## src/rtl/palette_ram_ctrl.sv

```systemverilog
// palette_ram_ctrl: 64x15 custom palette RAM shared between the per-pixel
// colour lookup (always has priority) and a 192-byte RGB888 upload stream.
// Optional build macro PALETTE_CLEAR_EN adds a post-reset CLEAR sweep that
// zeroes every entry before uploads are accepted.
module palette_ram_ctrl #(
  parameter int unsigned ENTRIES    = 64,
  parameter int unsigned FILE_BYTES = 192
) (
  input  logic        clk,
  input  logic        reset,
  input  logic        pix_ce,
  input  logic [5:0]  color,
  output logic [14:0] pixel,
  input  logic        ioctl_download,
  input  logic        ioctl_wr,
  input  logic [7:0]  ioctl_dout,
  output logic        ioctl_wait,
  output logic        custom_valid,
  output logic        busy
);

`ifdef PALETTE_CLEAR_EN
  typedef enum logic [1:0] {S_IDLE, S_LOAD, S_FINISH, S_CLEAR} state_t;
  localparam state_t RESET_STATE = S_CLEAR;
`else
  typedef enum logic [1:0] {S_IDLE, S_LOAD, S_FINISH} state_t;
  localparam state_t RESET_STATE = S_IDLE;
`endif

  localparam logic [7:0] FILE_BYTES_W = 8'(FILE_BYTES);

  logic [14:0] mem [ENTRIES];

  state_t      state_q, state_d;
  logic        dl_q, dl_d;
  logic [7:0]  bcnt_q, bcnt_d;
  logic [1:0]  phase_q, phase_d;
  logic [5:0]  waddr_q, waddr_d;
  logic [4:0]  r_q, r_d;
  logic [4:0]  g_q, g_d;
  logic        pend_q, pend_d;
  logic [5:0]  pend_addr_q, pend_addr_d;
  logic [14:0] pend_data_q, pend_data_d;
  logic        cv_q, cv_d;
  logic [14:0] pixel_q, pixel_d;
`ifdef PALETTE_CLEAR_EN
  logic [5:0]  clr_addr_q, clr_addr_d;
  logic        rise_lat_q, rise_lat_d;
`endif

  logic        rise;
  logic        load_start;
  logic        mem_we;
  logic [5:0]  mem_addr;
  logic [14:0] mem_wdata;
  logic        unused_low_bits;

  assign rise            = ioctl_download & ~dl_q;
  assign unused_low_bits = ^ioctl_dout[2:0];

  // State and datapath registers
  always_ff @(posedge clk) begin
    if (reset) begin
      state_q     <= RESET_STATE;
      dl_q        <= 1'b0;
      bcnt_q      <= '0;
      phase_q     <= '0;
      waddr_q     <= '0;
      r_q         <= '0;
      g_q         <= '0;
      pend_q      <= 1'b0;
      pend_addr_q <= '0;
      pend_data_q <= '0;
      cv_q        <= 1'b0;
      pixel_q     <= '0;
`ifdef PALETTE_CLEAR_EN
      clr_addr_q  <= '0;
      rise_lat_q  <= 1'b0;
`endif
    end else begin
      state_q     <= state_d;
      dl_q        <= dl_d;
      bcnt_q      <= bcnt_d;
      phase_q     <= phase_d;
      waddr_q     <= waddr_d;
      r_q         <= r_d;
      g_q         <= g_d;
      pend_q      <= pend_d;
      pend_addr_q <= pend_addr_d;
      pend_data_q <= pend_data_d;
      cv_q        <= cv_d;
      pixel_q     <= pixel_d;
`ifdef PALETTE_CLEAR_EN
      clr_addr_q  <= clr_addr_d;
      rise_lat_q  <= rise_lat_d;
`endif
    end
  end

  // Palette RAM write port (no reset: contents are only trusted after upload)
  always_ff @(posedge clk) begin
    if (mem_we) mem[mem_addr] <= mem_wdata;
  end

  // Next-state logic
  always_comb begin
    state_d = state_q;
    case (state_q)
`ifdef PALETTE_CLEAR_EN
      S_IDLE:   if (rise || rise_lat_q) state_d = S_LOAD;
      S_CLEAR:  if (!pix_ce && clr_addr_q == 6'(ENTRIES - 1)) state_d = S_IDLE;
`else
      S_IDLE:   if (rise) state_d = S_LOAD;
`endif
      // Level test on ioctl_download covers both the falling edge and
      // holding in LOAD until a pending write has retired.
      S_LOAD:   if (!rise && !ioctl_download && !pend_q) state_d = S_FINISH;
      S_FINISH: state_d = rise ? S_LOAD : S_IDLE;
      default:  state_d = S_IDLE;
    endcase
  end

  // Datapath: byte assembly, write arbitration, lookup, validation
  always_comb begin
    dl_d        = ioctl_download;
    bcnt_d      = bcnt_q;
    phase_d     = phase_q;
    waddr_d     = waddr_q;
    r_d         = r_q;
    g_d         = g_q;
    pend_d      = pend_q;
    pend_addr_d = pend_addr_q;
    pend_data_d = pend_data_q;
    cv_d        = cv_q;
    pixel_d     = pix_ce ? mem[color] : pixel_q;
    mem_we      = 1'b0;
    mem_addr    = pend_addr_q;
    mem_wdata   = pend_data_q;
`ifdef PALETTE_CLEAR_EN
    clr_addr_d  = clr_addr_q;
    rise_lat_d  = rise_lat_q;
`endif

    // Entry into LOAD, including restart while already loading/finishing
    load_start = (state_d == S_LOAD) && ((state_q != S_LOAD) || rise);

    if (state_q == S_FINISH)
      cv_d = (bcnt_q == FILE_BYTES_W) && !pend_q;

    if (pend_q && !pix_ce) begin
      mem_we = 1'b1;
      pend_d = 1'b0;
    end

    if (load_start) begin
      bcnt_d  = '0;
      phase_d = '0;
      waddr_d = '0;
      cv_d    = 1'b0;
    end else if (state_q == S_LOAD && ioctl_wr && !pend_q && bcnt_q < FILE_BYTES_W) begin
      bcnt_d = bcnt_q + 8'd1;
      case (phase_q)
        2'd0: begin
          r_d     = ioctl_dout[7:3];
          phase_d = 2'd1;
        end
        2'd1: begin
          g_d     = ioctl_dout[7:3];
          phase_d = 2'd2;
        end
        default: begin
          phase_d = 2'd0;
          waddr_d = waddr_q + 6'd1;
          if (!pix_ce) begin
            mem_we    = 1'b1;
            mem_addr  = waddr_q;
            mem_wdata = {ioctl_dout[7:3], g_q, r_q};
          end else begin
            pend_d      = 1'b1;
            pend_addr_d = waddr_q;
            pend_data_d = {ioctl_dout[7:3], g_q, r_q};
          end
        end
      endcase
    end

`ifdef PALETTE_CLEAR_EN
    if (state_q == S_CLEAR) begin
      if (rise) rise_lat_d = 1'b1;
      if (!pix_ce) begin
        mem_we     = 1'b1;
        mem_addr   = clr_addr_q;
        mem_wdata  = '0;
        clr_addr_d = clr_addr_q + 6'd1;
      end
    end
    if (state_q == S_IDLE && state_d == S_LOAD) rise_lat_d = 1'b0;
`endif
  end

  // FSM outputs
  always_comb begin
    busy         = (state_q != S_IDLE);
    custom_valid = cv_q;
    pixel        = pixel_q;
`ifdef PALETTE_CLEAR_EN
    ioctl_wait   = pend_q || (state_q == S_CLEAR);
`else
    ioctl_wait   = pend_q;
`endif
  end

endmodule

```

## config.mk

```make
export PLATFORM = sky130hd
export DESIGN_NAME = palette_ram_ctrl
export DESIGN_NICKNAME = d
export VERILOG_FILES = /design/src/rtl/palette_ram_ctrl.sv
export SDC_FILE = /design/constraint.sdc
export NUM_CORES = 1
export LEC_CHECK = 0
export BUFFER_PORTS_ARGS = -buffer_cell sky130_fd_sc_hd__buf_2
export CAP_MARGIN = 10
export CORE_ASPECT_RATIO = 0.8
export CORE_MARGIN = 1.5
export CORE_UTILIZATION = 60
export CTS_CLUSTER_DIAMETER = 50
export DETAILED_ROUTE_END_ITERATION = 16
export PLACE_DENSITY_LB_ADDON = 0.2
export SYNTH_ARGS = -nofsm -noshare
export SYNTH_HDL_FRONTEND = slang
export SYNTH_SLANG_ARGS = --single-unit
```

## constraint.sdc

```tcl
create_clock -name clk -period 3.8 [get_ports clk]
set_input_delay 0.19 -clock clk [delete_from_list [all_inputs] [get_ports clk]]
set_output_delay 0.19 -clock clk [all_outputs]
set_load 0.01 [all_outputs]
```

==> results of run 1 <==
==> cells by family after synthesis <==
kind of cell    count (synthesis)
mux                           326
flops                        1027
compound gates                313
buf+inv                       145
xor+xnor                       12
fa+ha+maj                       3
simple gates                  304
==> cells in the mapped netlist (3+ instances only) <==
| cell | number | area share (%) |
|---|---|---|
| edfxtp_1 | 960 | 72 |
| mux2i_1 | 131 | 3.3 |
| mux4_2 | 120 | 6.7 |
| a22o_1 | 90 | 2.0 |
| clkbuf_1 | 82 | 0.77 |
| dfxtp_1 | 67 | 3.3 |
| mux2_2 | 65 | 1.8 |
| nor2b_1 | 64 | 1.0 |
| a211oi_1 | 62 | 1.2 |
| a2111oi_0 | 60 | 1.3 |
| nand2_1 | 55 | 0.51 |
| nor3_2 | 36 | 0.90 |
| buf_2 | 35 | 0.44 |
| nor3_1 | 34 | 0.42 |
| nor4_1 | 31 | 0.48 |
| o22ai_1 | 30 | 0.47 |
| a21oi_1 | 29 | 0.36 |
| nor2_1 | 29 | 0.27 |
| nand3_1 | 20 | 0.25 |
| o221ai_1 | 15 | 0.33 |
| buf_4 | 14 | 0.26 |
| mux2_1 | 10 | 0.28 |
| xor2_1 | 8 | 0.17 |
| and3_1 | 7 | 0.11 |
| buf_6 | 6 | 0.17 |
| inv_1 | 6 | 0.056 |
| nand2b_1 | 6 | 0.093 |
| o211ai_2 | 5 | 0.16 |
| nand4_1 | 4 | 0.062 |
| o21ai_1 | 4 | 0.050 |
| o22ai_2 | 4 | 0.12 |
| xnor2_1 | 4 | 0.087 |
| a21boi_1 | 3 | 0.056 |
| ha_1 | 3 | 0.093 |
==> where the power goes <==
| part | total, W | switching [W] | internal (W) |
|---|---|---|---|
| registers | 0.0122 | 0.0000275 | 0.0122 |
| logic | 0.000696 | 0.000434 | 0.000262 |
| clock network | 0.00964 | 0.00404 | 0.00560 |
==> metrics by stage <==
stage	power, W	setup slack (ns)	cell area, µm²
2_1_floorplan	0.01286	0.6387	40170
3_3_place_gp	0.01313	0.8442	42270
3_5_place_dp	0.01314	0.7879	42270
4_1_cts	0.02267	0.7480	45520
5_1_grt	0.02313	0.5438	45520
6_report	0.02255	0.7061	45530
==> cells in the final DEF (no fill, tap or decap), types with 4 or more instances in the layout <==
| cell type | instances |
|---|---|
| a2111oi_0 | 59 |
| a211oi_1 | 62 |
| a21oi_1 | 29 |
| a22o_1 | 90 |
| and3_1 | 7 |
| buf_12 | 11 |
| buf_2 | 31 |
| buf_4 | 147 |
| bufinv_16 | 9 |
| clkbuf_1 | 22 |
| clkbuf_16 | 103 |
| clkinv_1 | 19 |
| clkinv_2 | 14 |
| clkinvlp_4 | 6 |
| dfxtp_1 | 67 |
| dlygate4sd3_1 | 6 |
| edfxtp_1 | 960 |
| inv_1 | 6 |
| mux2_2 | 75 |
| mux2i_1 | 131 |
| mux4_2 | 120 |
| nand2_1 | 54 |
| nand2b_1 | 6 |
| nand3_1 | 20 |
| nand4_1 | 4 |
| nor2_1 | 27 |
| nor2b_1 | 62 |
| nor3_1 | 5 |
| nor3_2 | 65 |
| nor4_1 | 31 |
| o211ai_2 | 5 |
| o221ai_1 | 15 |
| o22ai_1 | 30 |
| o22ai_2 | 4 |
| xnor2_1 | 4 |
| xor2_1 | 8 |
==> tightest hold or removal path, stage by stage <==
cell	delay (ns)
buf_2	0.09
buf_4	0.23
nor2_1	0.13
==> sequential cells by signal (all words and copies together) (netlist names), 5 cells and up <==
register,flops
bcnt_q,8
pend_data_q,15
pend_addr_q,6
pixel,15
waddr_q,6
mem,960
g_q,5
r_q,5
==> repair_timing <==
action / CTS / global route
hold buffers: 6 / 0
setup buffers: 0 / 0
setup endpoints to repair: 0 / 0
hold endpoints to repair: 18 / 0
==> area by class of cell <==
cell class	instances	area, µm²	share of cell area, %
flip-flops and latches	1027	30170	66.27
multi-input cells	958	9492	20.85
clock buffers	127	2688	5.903
repair buffers	197	1568	3.444
well taps	860	1076	2.364
clock inverters	53	505.5	1.110
inverters	7	26.28	0.05771
diodes	1	2.502	0.005497
==> metal layers <==
layer | global-route usage (%) | vias to the layer above | share of wire, % | routed length (µm)
met5 | 0 | - | 0.014 | 13
li1 | - | 9120 | - | -
met1 | 40.71 | 10790 | 42 | 38900
met2 | 42.57 | 915 | 46 | 43240
met4 | 8.420 | 2 | 2.6 | 2421
met3 | 5.731 | 147 | 9.4 | 8791
==> path summary, 6_finish.rpt <==
| check | startpoint | to | cells past startpoint |
|---|---|---|---|
| setup / recovery | state_q[0]$_SDFF_PP0_ | mem[61][2]$_DFFE_PP_ | 7 |
| hold / removal | reset | r_q[3]$_SDFFE_PP0P_ | 3 |
| setup reg to reg | state_q[0]$_SDFF_PP0_ | mem[61][2]$_DFFE_PP_ | 7 |
| hold reg to reg | pend_addr_q[0]$_SDFFE_PP0P_ | pend_addr_q[0]$_SDFFE_PP0P_ | 2 |
==> metrics.cfg, run 1 <==
[detailed_routing]
ant_nets=0
drt-pass1-iter-count=5
wl_per_cell_um=28.90
viasPerCell=6.493
drt-initial-drc-count=2426
drc_errors=0
vias=20970
drt_wl_total_mm=93.36

[die]
std_cell_rows=84
initial_core_util_pct=60.85
dieArea_um2=68520
die_h_um=234.4
die_w_um=292.3
ios=37
core-area_um2=66000

[placement]
dp_hpwl_mm=56.71
gp_congestion=0.9066
dp_cells=3043
port_buffers=33

[timing]
tightest_slew_ns=1.177
fin_crit_sh_pct=81.42
fmax_mhz=323.2
setup_viol=0
finalSetupTns_ns=0
period_minus_slack_ns=3.094
rsz0062_at_grt=no
fin_worst_hold_slack_ns=0.06588
hold_violations=0
max-slew-margin-rel_pct=19.50
slew_viol_final=0
fin_worst_skew_ns=0.02089

[finish]
instances_no_fill=3230
fill_cells=4114
fin_util_pct=68.98
drive_gt1_share_pct=26.38
syn2layout_area_growth_pct=13.35
nets=2312

[logic_synthesis]
avgSynthCellArea_um2=18.86
synth_top_family_by_area=multiplexers
synth-adder-area-share_pct=0.09345
synth_warnings=0
seq_area_frac_synth_pct=75.11
synth.area.mux_share_pct=12.10
synthFlopType=edfxtp_1
synth_nets=2152
syn_inst=2130
yosys.area_share.xor_xnor_pct=0.2617
yosys.area_share.simple_pct=4.520
syn_area_um2=40170
synth_edf_count=960
synth_cell_types=59
async_flop_share_pct=0
synth_compound_gate_area_share_pct=6.211
synth-seq-cells=1027

[worst_setup_path]
arrival_ns=3.47
crit_type=register to register
critPathTopFamily=compound AO/OA/AOI/OAI gates
crit_path_top_delay_cell=o21ai_4
crit_path_end_kind=register
cp_common_cell=buf_4
slowest_delay_ns=0.77
cp_cell_sequence=nor3b_2 -> o2111a_2 -> a21boi_1 -> o21ai_4 -> buf_4 -> nor3_2 -> buf_4
crit_fanout=21
rrSetupSlack_ns=0.71
worstPathRequired_ns=4.17
cp_num_buf_inv=2
start_kind=register

[clocking]
clock-sinks=1027
clockRootBuffer=clkbuf_16
cts_tree=done
ctsResizeCount=0
clk_pin_slew_ns=0.06
cts_htree_levels=3
insertion_delay_ns=0.66
cts_max_path_buffers=3
cts_buffers=99

[power]
power.density_nw_per_um2=495.4
ir_drop_v=0.0004449
leakage_nw=14.14

[global_route]
antenna_found_initial=5
grt_pass1_vias=20490
grt_max_degree=68
grt_pass1_wl_mm=135.9
grtUsageTotal_pct=27.70
overflow=0

[run_status]
status=complete, no violations

[worst_hold_path]
hp-class=input pin to register

[flow_run]
cap_violations=0

(Power assumes the default switching activity.)
==> run 2: changes to the inputs <==
==> constraint.sdc (replaced) <==
create_clock -name clk -period 3.2 [get_ports clk]
set_input_delay 0.16 -clock clk [delete_from_list [all_inputs] [get_ports clk]]
set_output_delay 0.16 -clock clk [all_outputs]
set_load 0.01 [all_outputs]
==> run 2 against run 1 <==
Net effect:
- via count rose by 1.7%
- worst hold slack gained 0.032 ns
- worst setup slack worse by 0.44 ns
- critical path depth did not move
- critical endpoint is now mem[57][3]$_DFFE_PP_
==> metrics.cfg, run 2 (same netlist as run 1, synthesis figures left out) <==
[worst_setup_path]
crit_type=register to register
crit_fanout=18  ; -14%
arrival_ns=3.32  ; -0.15 ns
crit_path_end=mem[57][3]$_DFFE_PP_
timing.rr.end=mem[57][3]$_DFFE_PP_
r2r_start=state_q[0]$_SDFF_PP0_
crit_path_end_kind=register
rrSetupSlack_ns=0.27  ; -0.44 ns
ff2ff_path_depth=7  ; unchanged
worstPathRequired_ns=3.59  ; -0.58 ns
critPathLaunch=state_q[0]$_SDFF_PP0_
start_kind=register

[die]
ios=37  ; unchanged
std_cell_rows=84  ; unchanged
die_w_um=292.3  ; unchanged
initial_core_util_pct=60.85  ; unchanged
dieArea_um2=68520  ; unchanged
core-area_um2=66000  ; unchanged
die_h_um=234.4  ; unchanged

[timing]
rsz0062_at_grt=no
layout_setup_ws_ns=0.2657  ; -0.4404 ns
fmax_mhz=340.8  ; +5.4%
finalSetupTns_ns=0  ; unchanged
setup_viol=0  ; unchanged
max-slew-margin-rel_pct=26.59  ; +7.1 points
period_minus_slack_ns=2.934  ; -0.1596 ns
slew_viol_final=0  ; unchanged
fin_worst_skew_ns=0.02648  ; +0.005582 ns
hold_violations=0  ; unchanged
fin_crit_sh_pct=91.70  ; +10 points
tightest_slew_ns=1.073  ; -0.1037 ns
fin_worst_hold_slack_ns=0.09829  ; +0.03240 ns

[detailed_routing]
drt-pass1-iter-count=5  ; unchanged
wl_per_cell_um=28.81  ; -0.32%
viasPerCell=6.564  ; +1.1%
ant_nets=0  ; unchanged
drt_wl_total_mm=93.67  ; +0.33%
vias=21340  ; +1.7%
drt-initial-drc-count=2658  ; +9.6%
drc_errors=0  ; unchanged

[finish]
top_register=mem
largest_reg_flops=960  ; unchanged
mostFrequentLayoutCells=edfxtp_1, buf_4, mux2i_1
nets=2330  ; +0.78%
stdcell_area_um2=45770  ; +0.54%
drive_gt1_share_pct=27.25  ; +0.87 points
syn2layout_area_growth_pct=13.96
layout_commonest_cell=edfxtp_1
fill_cells=4111  ; -0.073%

[global_route]
antenna_found_initial=6  ; +1
grt_pass1_vias=20710  ; +1.0%
overflow=0  ; unchanged
grt_pass1_wl_mm=138.3  ; +1.7%
grt_max_degree=65  ; -4.4%
grtUsageTotal_pct=28.06  ; +0.36 points

[flow_run]
cap_violations=0  ; unchanged

[placement]
gp_congestion=0.8436  ; -6.9%
post-place-ws_ns=0.3416  ; -0.4463 ns
dp_hpwl_mm=55.69  ; -1.8%
port_buffers=33  ; unchanged
place_area_um2=42450  ; +0.42%

[clocking]
clock-sinks=1027  ; unchanged
clockRootBuffer=clkbuf_16
clk_pin_slew_ns=0.06  ; about the same
cts_htree_levels=3  ; unchanged
cts_buffers=97  ; -2.0%
cts_max_path_buffers=3  ; unchanged
ctsResizeCount=0  ; unchanged
cts_tree=done
insertion_delay_ns=0.67  ; about the same

[power]
ir_drop_v=0.0005190  ; +17%
power.density_nw_per_um2=588.2  ; +19%
leakage_nw=14.30  ; +1.1%

[worst_hold_path]
whs_path_depth=5  ; +2
hp-class=input pin to register
min_from=ioctl_wr

[run_status]
status=complete, no violations

## run 2: cell count changes in the layout (fill, tap and decap cells not counted), sizes merged
| cell | previous run | this run |
|---|---|---|
| bufinv | 9 | 10 |
| clkbuf | 128 | 126 |
| dlygate4sd3 | 6 | 7 |
| clkinvlp | 6 | 5 |
| clkinv | 36 | 38 |
| diode | 1 | 2 |
| buf | 190 | 209 |
## run 2: routing by layer
| metal | GRT usage [%] | routed length (µm) | vias up |
|---|---|---|---|
| met2 | 42.08 | 42360 | 977 |
| met3 | 5.891 | 9690 | 116 |
| met5 | 0 | 26 | - |
| li1 | - | - | 9152 |
| met4 | 5.845 | 1617 | 4 |
| met1 | 43.27 | 39980 | 11090 |
## run 2: power breakdown
| part | internal, W | switching [W] |
|---|---|---|
| clock | 0.00673 | 0.00484 |
| combinational | 0.000336 | 0.000515 |
| sequential | 0.0145 | 0.0000332 |
| total | 0.0215 | 0.00539 |
## run 2: worst min path at each step
stage / slack [ns] / end
2_1_floorplan: 0.24 / state_q[1]$_SDFF_PP0_
3_3_place_gp: 0.37 / state_q[1]$_SDFF_PP0_
3_5_place_dp: 0.37 / state_q[1]$_SDFF_PP0_
4_1_cts: 0.07 / phase_q[1]$_SDFFE_PP0P_
5_1_grt: 0.14 / bcnt_q[1]$_SDFFE_PP0P_
6_report: 0.1 / bcnt_q[1]$_SDFFE_PP0P_
## run 2: critical path: stages (launching register included)
cell      delay [ns]
dfxtp_1         0.42
nor3b_2         0.27
o2111a_2        0.42
a21boi_1        0.17
o21ai_4         0.73
buf_12          0.29
nor3_2          0.07
buf_4           0.26
## run 2: per-stage QoR
| step | instances | total power [W] | util, % |
|---|---|---|---|
| finish | 3251 | 0.02692 | 69.35 |
| global route | 3249 | 0.02760 | 69.34 |
| CTS | 3247 | 0.02704 | 69.30 |
| detailed placement | 3060 | 0.01562 | 64.31 |
| global placement | 3060 | 0.01561 | 64.31 |
| floorplan | 2130 | 0.01527 | - |
## run 2: timing repair
action / 4_1_cts / 5_1_grt
hold buffers: 7 / 0
hold endpoints to repair: 18 / 0
setup buffers: 0 / 0
## run 2: layout make-up
cell class | instances | area (µm²) | share of cell area [%]
Tap cell | 860 | 1076 | 2.351
Clock inverter | 55 | 536.8 | 1.173
Multi-Input combinational cell | 958 | 9490 | 20.73
Timing Repair Buffer | 217 | 1782 | 3.893
Inverter | 7 | 26.28 | 0.05740
Clock buffer | 125 | 2688 | 5.872
Antenna cell | 2 | 5.005 | 0.01093
Sequential cell | 1027 | 30170 | 65.91
